===== src/rtl/regfile_mp_if.sv =====
// Decode/execute-side bus of the multi-port register file: read addresses and
// enables, the single write port, and per-port read data with valid flags.
interface regfile_mp_if #(
  parameter int XLEN  = 32,
  parameter int NREGS = 32,
  parameter int NREAD = 2
);
  localparam int AW = (NREGS > 1) ? $clog2(NREGS) : 1;

  logic [NREAD*AW-1:0]   rs_addr;
  logic [NREAD-1:0]      rs_en;
  logic [AW-1:0]         wd_reg;
  logic [XLEN-1:0]       wdv;
  logic                  wren;
  logic [NREAD*XLEN-1:0] rs_val;
  logic [NREAD-1:0]      rs_valid;

  modport master (
    output rs_addr, rs_en, wd_reg, wdv, wren,
    input  rs_val, rs_valid
  );

  modport slave (
    input  rs_addr, rs_en, wd_reg, wdv, wren,
    output rs_val, rs_valid
  );
endinterface


===== src/rtl/regfile_mp.sv =====
// Parametrised flop-based register file: one write port, NREAD independent
// read ports with 1- or 2-cycle latency, enable-controlled hold and optional write bypass.
module regfile_mp #(
  parameter int XLEN     = 32,
  parameter int NREGS    = 32,
  parameter int NREAD    = 2,
  parameter int READ_LAT = 2,
  parameter int BYPASS   = 1,
  parameter int ZERO_REG = 1
) (
  input logic        clk,
  input logic        rst,
  regfile_mp_if.slave bus
);
  localparam int AW = (NREGS > 1) ? $clog2(NREGS) : 1;
  localparam logic [AW:0] NREGS_W = (AW + 1)'(NREGS);

  if (!(READ_LAT == 1 || READ_LAT == 2)) begin : g_bad_lat
    $error("regfile_mp: READ_LAT must be 1 or 2");
  end

  logic [XLEN-1:0] regs [NREGS];
  logic            wr_ok;

  // Out-of-range and hardwired-zero writes are dropped here, so entry 0 never leaves reset.
  assign wr_ok = bus.wren
              && ({1'b0, bus.wd_reg} < NREGS_W)
              && !(ZERO_REG != 0 && bus.wd_reg == '0);

  for (genvar i = 0; i < NREGS; i++) begin : g_reg
    localparam logic [AW-1:0] IDX = AW'(i);

    // NOTE: the array sits in plain flops with an async clear, so it is reset
    // like any other state; a RAM macro could not honour this.
    always_ff @(posedge clk or posedge rst) begin
      if (rst) begin
        regs[i] <= '0;
      end else if (wr_ok && bus.wd_reg == IDX) begin
        // NOTE: sequential state always uses non-blocking assignment so every
        // reader sees pre-edge contents regardless of process order.
        regs[i] <= bus.wdv;
      end
    end
  end

  for (genvar p = 0; p < NREAD; p++) begin : g_port
    logic [AW-1:0]   addr;
    logic [XLEN-1:0] rd_val;
    logic [XLEN-1:0] s1_data;
    logic            s1_valid;

    assign addr = bus.rs_addr[p*AW +: AW];

    always_comb begin
      // NOTE: defaulting before the conditions keeps this purely combinational
      // (no inferred latch on the paths that do not assign).
      rd_val = '0;
      if (({1'b0, addr} < NREGS_W) && !(ZERO_REG != 0 && addr == '0)) begin
        if (BYPASS != 0 && bus.wren && bus.wd_reg == addr) begin
          rd_val = bus.wdv;
        end else begin
          rd_val = regs[addr];
        end
      end
    end

    always_ff @(posedge clk or posedge rst) begin
      if (rst) begin
        s1_data  <= '0;
        s1_valid <= 1'b0;
      end else if (bus.rs_en[p]) begin
        s1_data  <= rd_val;
        s1_valid <= 1'b1;
      end
    end

    if (READ_LAT == 2) begin : g_lat2
      logic [XLEN-1:0] s2_data;
      logic            s2_valid;

      // Stage 2 only advances on enabled edges, so a disabled port freezes its whole pipe.
      always_ff @(posedge clk or posedge rst) begin
        if (rst) begin
          s2_data  <= '0;
          s2_valid <= 1'b0;
        end else if (bus.rs_en[p]) begin
          s2_data  <= s1_data;
          s2_valid <= s1_valid;
        end
      end

      assign bus.rs_val[p*XLEN +: XLEN] = s2_data;
      assign bus.rs_valid[p]            = s2_valid;
    end else begin : g_lat1
      assign bus.rs_val[p*XLEN +: XLEN] = s1_data;
      assign bus.rs_valid[p]            = s1_valid;
    end
  end
endmodule


===== src/flat_wrapper.sv =====
// flat-port wrapper written by rule: the top's interface ports become plain ports
module regfile_mp_flat 
#(
  parameter int XLEN     = 32,
  parameter int NREGS    = 32,
  parameter int NREAD    = 2,
  parameter int READ_LAT = 2,
  parameter int BYPASS   = 1,
  parameter int ZERO_REG = 1
)
  (clk, rst, bus_rs_addr, bus_rs_en, bus_wd_reg, bus_wdv, bus_wren, bus_rs_val, bus_rs_valid);
  regfile_mp_if #(.XLEN(XLEN), .NREGS(NREGS), .NREAD(NREAD)) bus_i ();
  input logic clk;
  input logic rst;
  input wire logic [$bits(bus_i.rs_addr)-1:0] bus_rs_addr;
  input wire logic [$bits(bus_i.rs_en)-1:0] bus_rs_en;
  input wire logic [$bits(bus_i.wd_reg)-1:0] bus_wd_reg;
  input wire logic [$bits(bus_i.wdv)-1:0] bus_wdv;
  input wire logic [$bits(bus_i.wren)-1:0] bus_wren;
  output wire logic [$bits(bus_i.rs_val)-1:0] bus_rs_val;
  output wire logic [$bits(bus_i.rs_valid)-1:0] bus_rs_valid;
  assign bus_i.rs_addr = bus_rs_addr;
  assign bus_i.rs_en = bus_rs_en;
  assign bus_i.wd_reg = bus_wd_reg;
  assign bus_i.wdv = bus_wdv;
  assign bus_i.wren = bus_wren;
  assign bus_rs_val = bus_i.rs_val;
  assign bus_rs_valid = bus_i.rs_valid;
  regfile_mp #(.XLEN(XLEN), .NREGS(NREGS), .NREAD(NREAD), .READ_LAT(READ_LAT), .BYPASS(BYPASS), .ZERO_REG(ZERO_REG)) u_core (.clk(clk), .rst(rst), .bus(bus_i));
endmodule

===== config.mk =====
export PLATFORM = sky130hd
export DESIGN_NAME = regfile_mp_flat
export DESIGN_NICKNAME = d
export VERILOG_FILES = /design/src/rtl/regfile_mp_if.sv /design/src/rtl/regfile_mp.sv /design/src/flat_wrapper.sv
export SDC_FILE = /design/constraint.sdc
export NUM_CORES = 2
export LEC_CHECK = 0
export BUFFER_PORTS_ARGS = -buffer_cell sky130_fd_sc_hd__buf_2
export CORE_MARGIN = 2
export CORE_UTILIZATION = 64
export CTS_CLUSTER_SIZE = 14
export DETAILED_ROUTE_END_ITERATION = 12
export HOLD_SLACK_MARGIN = 0.03
export PLACE_DENSITY = 0.81
export REMOVE_ABC_BUFFERS = 1
export SLEW_MARGIN = 15
export SYNTH_ARGS = -nofsm -noshare
export SYNTH_HDL_FRONTEND = slang
export SYNTH_SLANG_ARGS = --single-unit

===== constraint.sdc =====
create_clock -name clk -period 43.6 [get_ports clk]
set_input_delay 0 -clock clk [delete_from_list [all_inputs] [get_ports clk]]
set_output_delay 0 -clock clk [all_outputs]
set_load 0.1 [all_outputs]

Word-level counts from Yosys, hierarchy flattened
Cells that the tools add are included.
- register bits after elaboration: 1156
- output and inout bits: 66
- input bits: 52
- logic and storage cells: 126
- order comparisons: 2
- reductions and logical operators: 39
- equal/unequal tests: 33
- bitwise operators: 2
- muxes and demuxes: 10
- operators by type and width (cell ; count):
    $bmux 32 s5 ; 2
    $mux 32 ; 8
    $eq 5x5->1 const B ; 16
    $eq 5x4->1 const B ; 8
    $logic_and 1x1->1 ; 35
    $eq 5x3->1 const B ; 4
    $logic_not 5->1 ; 3
    $ge 6x6->1 const B ; 2
    $not 5->6 ; 2
    $eq 5x2->1 const B ; 2
    $eq 5x5->1 ; 2
    $eq 5x1->1 const B ; 1
    $logic_not 1->1 ; 1

Depth between registers and ports, before layout
- word-level depth: 6
- depth in mapped cells: 10
- mapped depth without buffers: 5

Worst setup path after synthesis
OpenSTA, ideal clock, no wires.
- kind: input -> register
- start point: input bus_rs_addr[1]
- end point: register u_core.g_port[0].s1_data[14]
- path buffers: 3
- cell stages on the path: 7
- setup slack: 41.682 ns
- data arrival time: 1.786 ns
- data required time: 43.468 ns
- setup time: 0.132 ns
- cell sequence: clkbuf_1 -> buf_2 -> buf_1 -> mux4_2 -> mux2_2 -> a2111oi_1 -> o21ai_1
- word-level cells in the longest chain between the ends: 6
- elaborated cells on any way between the ends: 9
- those cells by class: eq/ne: 1; mux: 5; bitwise: 1; reduce/logical: 2
- RTL lines (element ; RTL line ; text):
    from (decl) ; flat_wrapper.sv:15 ; input wire logic [$bits(bus_i.rs_addr)-1:0] bus_rs_addr;
    $not 5->6 (not written as such) ; regfile_mp.sv:62 ; rd_val = regs[addr];
    $bmux 32 s5 ; regfile_mp.sv:62 ;
    $mux 32 (not written as such) (2 in a row) ; regfile_mp.sv:62 ;
    $mux 32 ; regfile_mp.sv:59 ; if (BYPASS != 0 && bus.wren && bus.wd_reg == addr) begin
    $mux 32 (*) ; regfile_mp.sv:58 ; if (({1'b0, addr} < NREGS_W) && !(ZERO_REG != 0 && addr == '0)) begin
    to (signal assigned) ; regfile_mp.sv:72 ; s1_data <= rd_val;
    to (decl) ; regfile_mp.sv:49 ; logic [XLEN-1:0] s1_data;
Mark *: on every way between the ends. The rest lies on a longest branch, timed or not. The select of a mux whose other input is x is not followed.
A chain may end at the register's enable or synchronous reset.

Worst setup path in the final report
- start point: input bus_rs_addr[2]
- end point: register u_core.g_port[0].s1_data[25]
The elaborated chain is that of the path after synthesis.

==> results.txt <==
* Outcome: finished clean
- At the later pin of the worst-skew pair, clock insertion delay measures 0.72 ns.
- Number of buffers added by the clock tree synthesis step: 119
* Register bit count reported by yosys: 1156
* Part of the total power dissipated in combinational logic: 21.0%
* Area contributors post-synth: sky130_fd_sc_hd__dfrtp_1, sky130_fd_sc_hd__mux2_2, sky130_fd_sc_hd__mux4_2
* Pre-CTS setup slack: 39.56 ns
- The cell sitting at the root of the clock tree is a sky130_fd_sc_hd__clkbuf_16.
- For this run, the share of the core covered by cells in the final layout is 71.3%.
* Number of iterations in the first detailed-routing pass: 7
- After synthesis, flip-flops and latches occupy 48.5% of the total area.
* NumNets Final: 4117
- In this run, post-CTS hold repair placed 51 buffers.
- During I/O placement, the number of pins put on the boundary was 118.
* Count of H-tree levels built during CTS: 3
- RePlAce Congestion: 0.863
- Critical path required time: 44.24 ns
- Of the total power, registers draw 45.0%.
* Period minus WS final: 4.05 ns
- # rows: 111
- Share of the clock period used by the worst path: 9.28%
- At the worst endpoint, the arrival time is 4.69 ns.
- The final max-slew violation count was 0.
* Critical Path Source: bus_rs_addr[2]
* Post-synth ARST share: 100%
* Worst-case clock buffer depth: 3
* Setup repair bufs after CTS: 0
- Setup repair after global routing left no endpoint under its margin.
* Setup CP Type: input pin to flop
* Standby leakage power: 29.2 nW
- DIE HEIGHT: 309 um
* Cell-internal power: 0.00226 W
* Total number of vias: 40400
- The analysis attributes to net switching a power of 0.000936 W.
- Post-synth top cells: sky130_fd_sc_hd__dfrtp_1, sky130_fd_sc_hd__mux2_2, sky130_fd_sc_hd__mux2i_1, sky130_fd_sc_hd__mux4_2, sky130_fd_sc_hd__clkbuf_1
* Clock tree from TritonCTS: built
* Total GRT Usage: 38.6%
* Setup violators final: 0
- Port buffering added 117 buffers.
- Tightest hold margin: 0.0390 ns
- Post-Route Setup TNS: 0 ns
- In this run the tightest slew margin relative to its limit is 13.0%.
- Per-cell via count in the routed design: 7.46
* Maximum clock skew at final layout: 0.0274 ns
- Instance count of the mapped netlist: 4145
- The floorplan step set the die width to 309 um.
- In this run switching power makes up 29.3% of total power.
* Wire length per cell: 33.7 um
- Final routed DRC violation total: 0
- Leading register cell type out of synthesis: sky130_fd_sc_hd__dfrtp_1
* Number of enable flip-flop cells after synthesis: 0
- Highest ir drop seen on vdd: 0.0429 mV
- A synthesized cell averages 14.4 sq um.
- The area growth from synthesis to layout is 9.91%.
- The routed design has 182000 um of wire.
- Cts repair resizes: 0
- Count of synthesis-stage warnings from yosys: 0
- Endpoint kind of the worst setup timing path: flop
- The detail route stage leaves a number of antenna-violating nets equal to 0.
* Sequential Area: 28900 sq um
- Path class of the lowest-slack min-delay path: input pin to async pin
* Sink Count: 1156
- In this run the biggest area consumer among cell types represents 48.5% of the synthesized area.
* CTS clock-pin slew for the worst setup and hold paths: 0.06 ns
- The worst path meets setup with 39.55 ns of slack.
- Full die area: 95600 sq um
- Counting the fill cells in the layout gives 6036.
* Fraction of layout instances using a drive strength above 1: 45.0%
* Ratio of total power to cell area: 48.7 nW/um^2
- Library cell occupying the most area in the post-synthesis netlist: sky130_fd_sc_hd__dfrtp_1
- The worst setup path is launched from an input pin.
* Starting density of the core: 64.9%
* Multi-input logic area: 28900 sq um
* Via count of the first global-routing pass: 40800
* Worst Max-Slew Pin Slew: 1.30 ns
- Maximum operating frequency: 247 MHz
- The first routing iteration left 5145 violations.
- Post-Syn Area: 59600 sq um
* Final hold violations: 0
- Max-cap violations: 0
* Maximum number of pins on one net before global-route repair: 167
- The wire-length estimate of the detail-placed layout is 99900 um.
* Wire length of the first global-routing pass: 270000 um
- Library cells used by synthesis: 48
- Placeable core region: 91900 sq um
- The clock network accounts for 34.0% of the total power.
* Total global routing overflow: 0
- The initial antenna violation count was 4.
- By instance count, the leading cell after synthesis is sky130_fd_sc_hd__dfrtp_1.
* Biggest fanout along the worst timing path: 29
- Worst R2R Start: u_core.regs[539]$_DFFE_PP0P_
[stage by stage]
| step | instances | power [W] | cell area (sq um) |
|---|---|---|---|
| 2_1_floorplan | 3681 | 0.00190 | 57600 |
| 3_3_place_gp | 5136 | 0.00207 | 60800 |
| 3_5_place_dp | 5136 | 0.00210 | 60800 |
| 4_1_cts | 5413 | 0.00318 | 65500 |
| 5_1_grt | 5415 | 0.00330 | 65500 |
| 6_report | 5416 | 0.00319 | 65500 |
[sequential cells by signal, summed over array words and instances (netlist names)]
name and count:
u_core.g_port.g_lat2.s2_valid 2, u_core.g_port.g_lat2.s2_data 64, u_core.g_port.s1_valid 2, u_core.g_port.s1_data 64, u_core.regs 1024
[final timing paths]
path,to,slack [ns],depth (start not counted)
max,u_core.g_port[0].s1_data[25]$_DFFE_PP0P_,39.55,9
min reg2reg,u_core.regs[1002]$_DFFE_PP0P_,0.40,0
min,u_core.regs[40]$_DFFE_PP0P_,0.04,3
min in group clk,u_core.g_port[0].s1_data[23]$_DFFE_PP0P_,0.07,4
max reg2reg,u_core.g_port[0].s1_data[27]$_DFFE_PP0P_,41.21,5
max in group asynchronous,u_core.g_port[1].g_lat2.s2_data[4]$_DFFE_PP0P_,40.39,6
[critical path: stages]
cell and delay [ns]:
sky130_fd_sc_hd__dlygate4sd3_1 0.56, sky130_fd_sc_hd__buf_8 0.33, sky130_fd_sc_hd__or3_2 0.96, sky130_fd_sc_hd__o31ai_1 0.22
sky130_fd_sc_hd__nor3b_2 1.09, sky130_fd_sc_hd__a22oi_1 0.14, sky130_fd_sc_hd__dlygate4sd3_1 0.63, sky130_fd_sc_hd__o21ai_1 0.09
sky130_fd_sc_hd__dlygate4sd3_1 0.59
[final cells by class]
type,instances,share of cell area [%]
Clock buffer,184,5.60
Multi-Input combinational cell,2520,44.1
Timing Repair Buffer,263,2.90
Inverter,5,0.0401
Clock inverter,42,0.813
Sequential cell,1156,44.1
Antenna cell,3,0.0115
Tap cell,1243,2.37
[layer usage]
| metal | part of all wire [%] | routed length (um) | up-vias | track usage, % |
|---|---|---|---|---|
| met5 | 0.0066 | 12 | - | 0 |
| met4 | 4.8 | 8800 | 2 | 16.6 |
| met3 | 12 | 21900 | 570 | 10.8 |
| met2 | 45 | 82200 | 2719 | 58.1 |
| met1 | 38 | 69500 | 21300 | 53.4 |
| li1 | - | - | 15800 | - |
[power by group through the flow]
stage	Sequential [W]	Combinational [W]	Clock (W)
after floorplan	0.00148	0.000417	0
after global placement	0.00143	0.000638	0
after detailed placement	0.00144	0.000656	0
after CTS	0.00143	0.000666	0.00109
after global routing	0.00145	0.000709	0.00114
final	0.00144	0.000671	0.00109
[cells by family (layout without fill, tap and decap cells)]
kind of cell	count (synthesis)	after routing	share of synthesized area, %
DFF	1156	1156	48.5
other	0	3	0
buffers and inverters	469	494	3.41
AOI/OAI and AO/OA	554	554	7.02
xor gates and xnor gates	10	10	0.147
muxes	1820	1820	39.7
and+or+nand+nor	136	136	1.23
[placed cells by master (no fill, tap or decap), drive strengths merged, types with 8 or more instances in the layout]
master       instances
a221oi              66
a211o               10
a2111oi             22
nor2b               43
o21ai               55
o22ai               46
a21oi               88
nand2               31
bufinv              12
mux4               326
clkbuf             184
nor4                 8
mux2              1090
nor2                18
dlygate4sd3         51
a2111o              32
clkinv              26
buf                212
a221o               23
mux2i              404
a22oi              190
dfrtp             1156
Power figures use the tool's default switching activity.
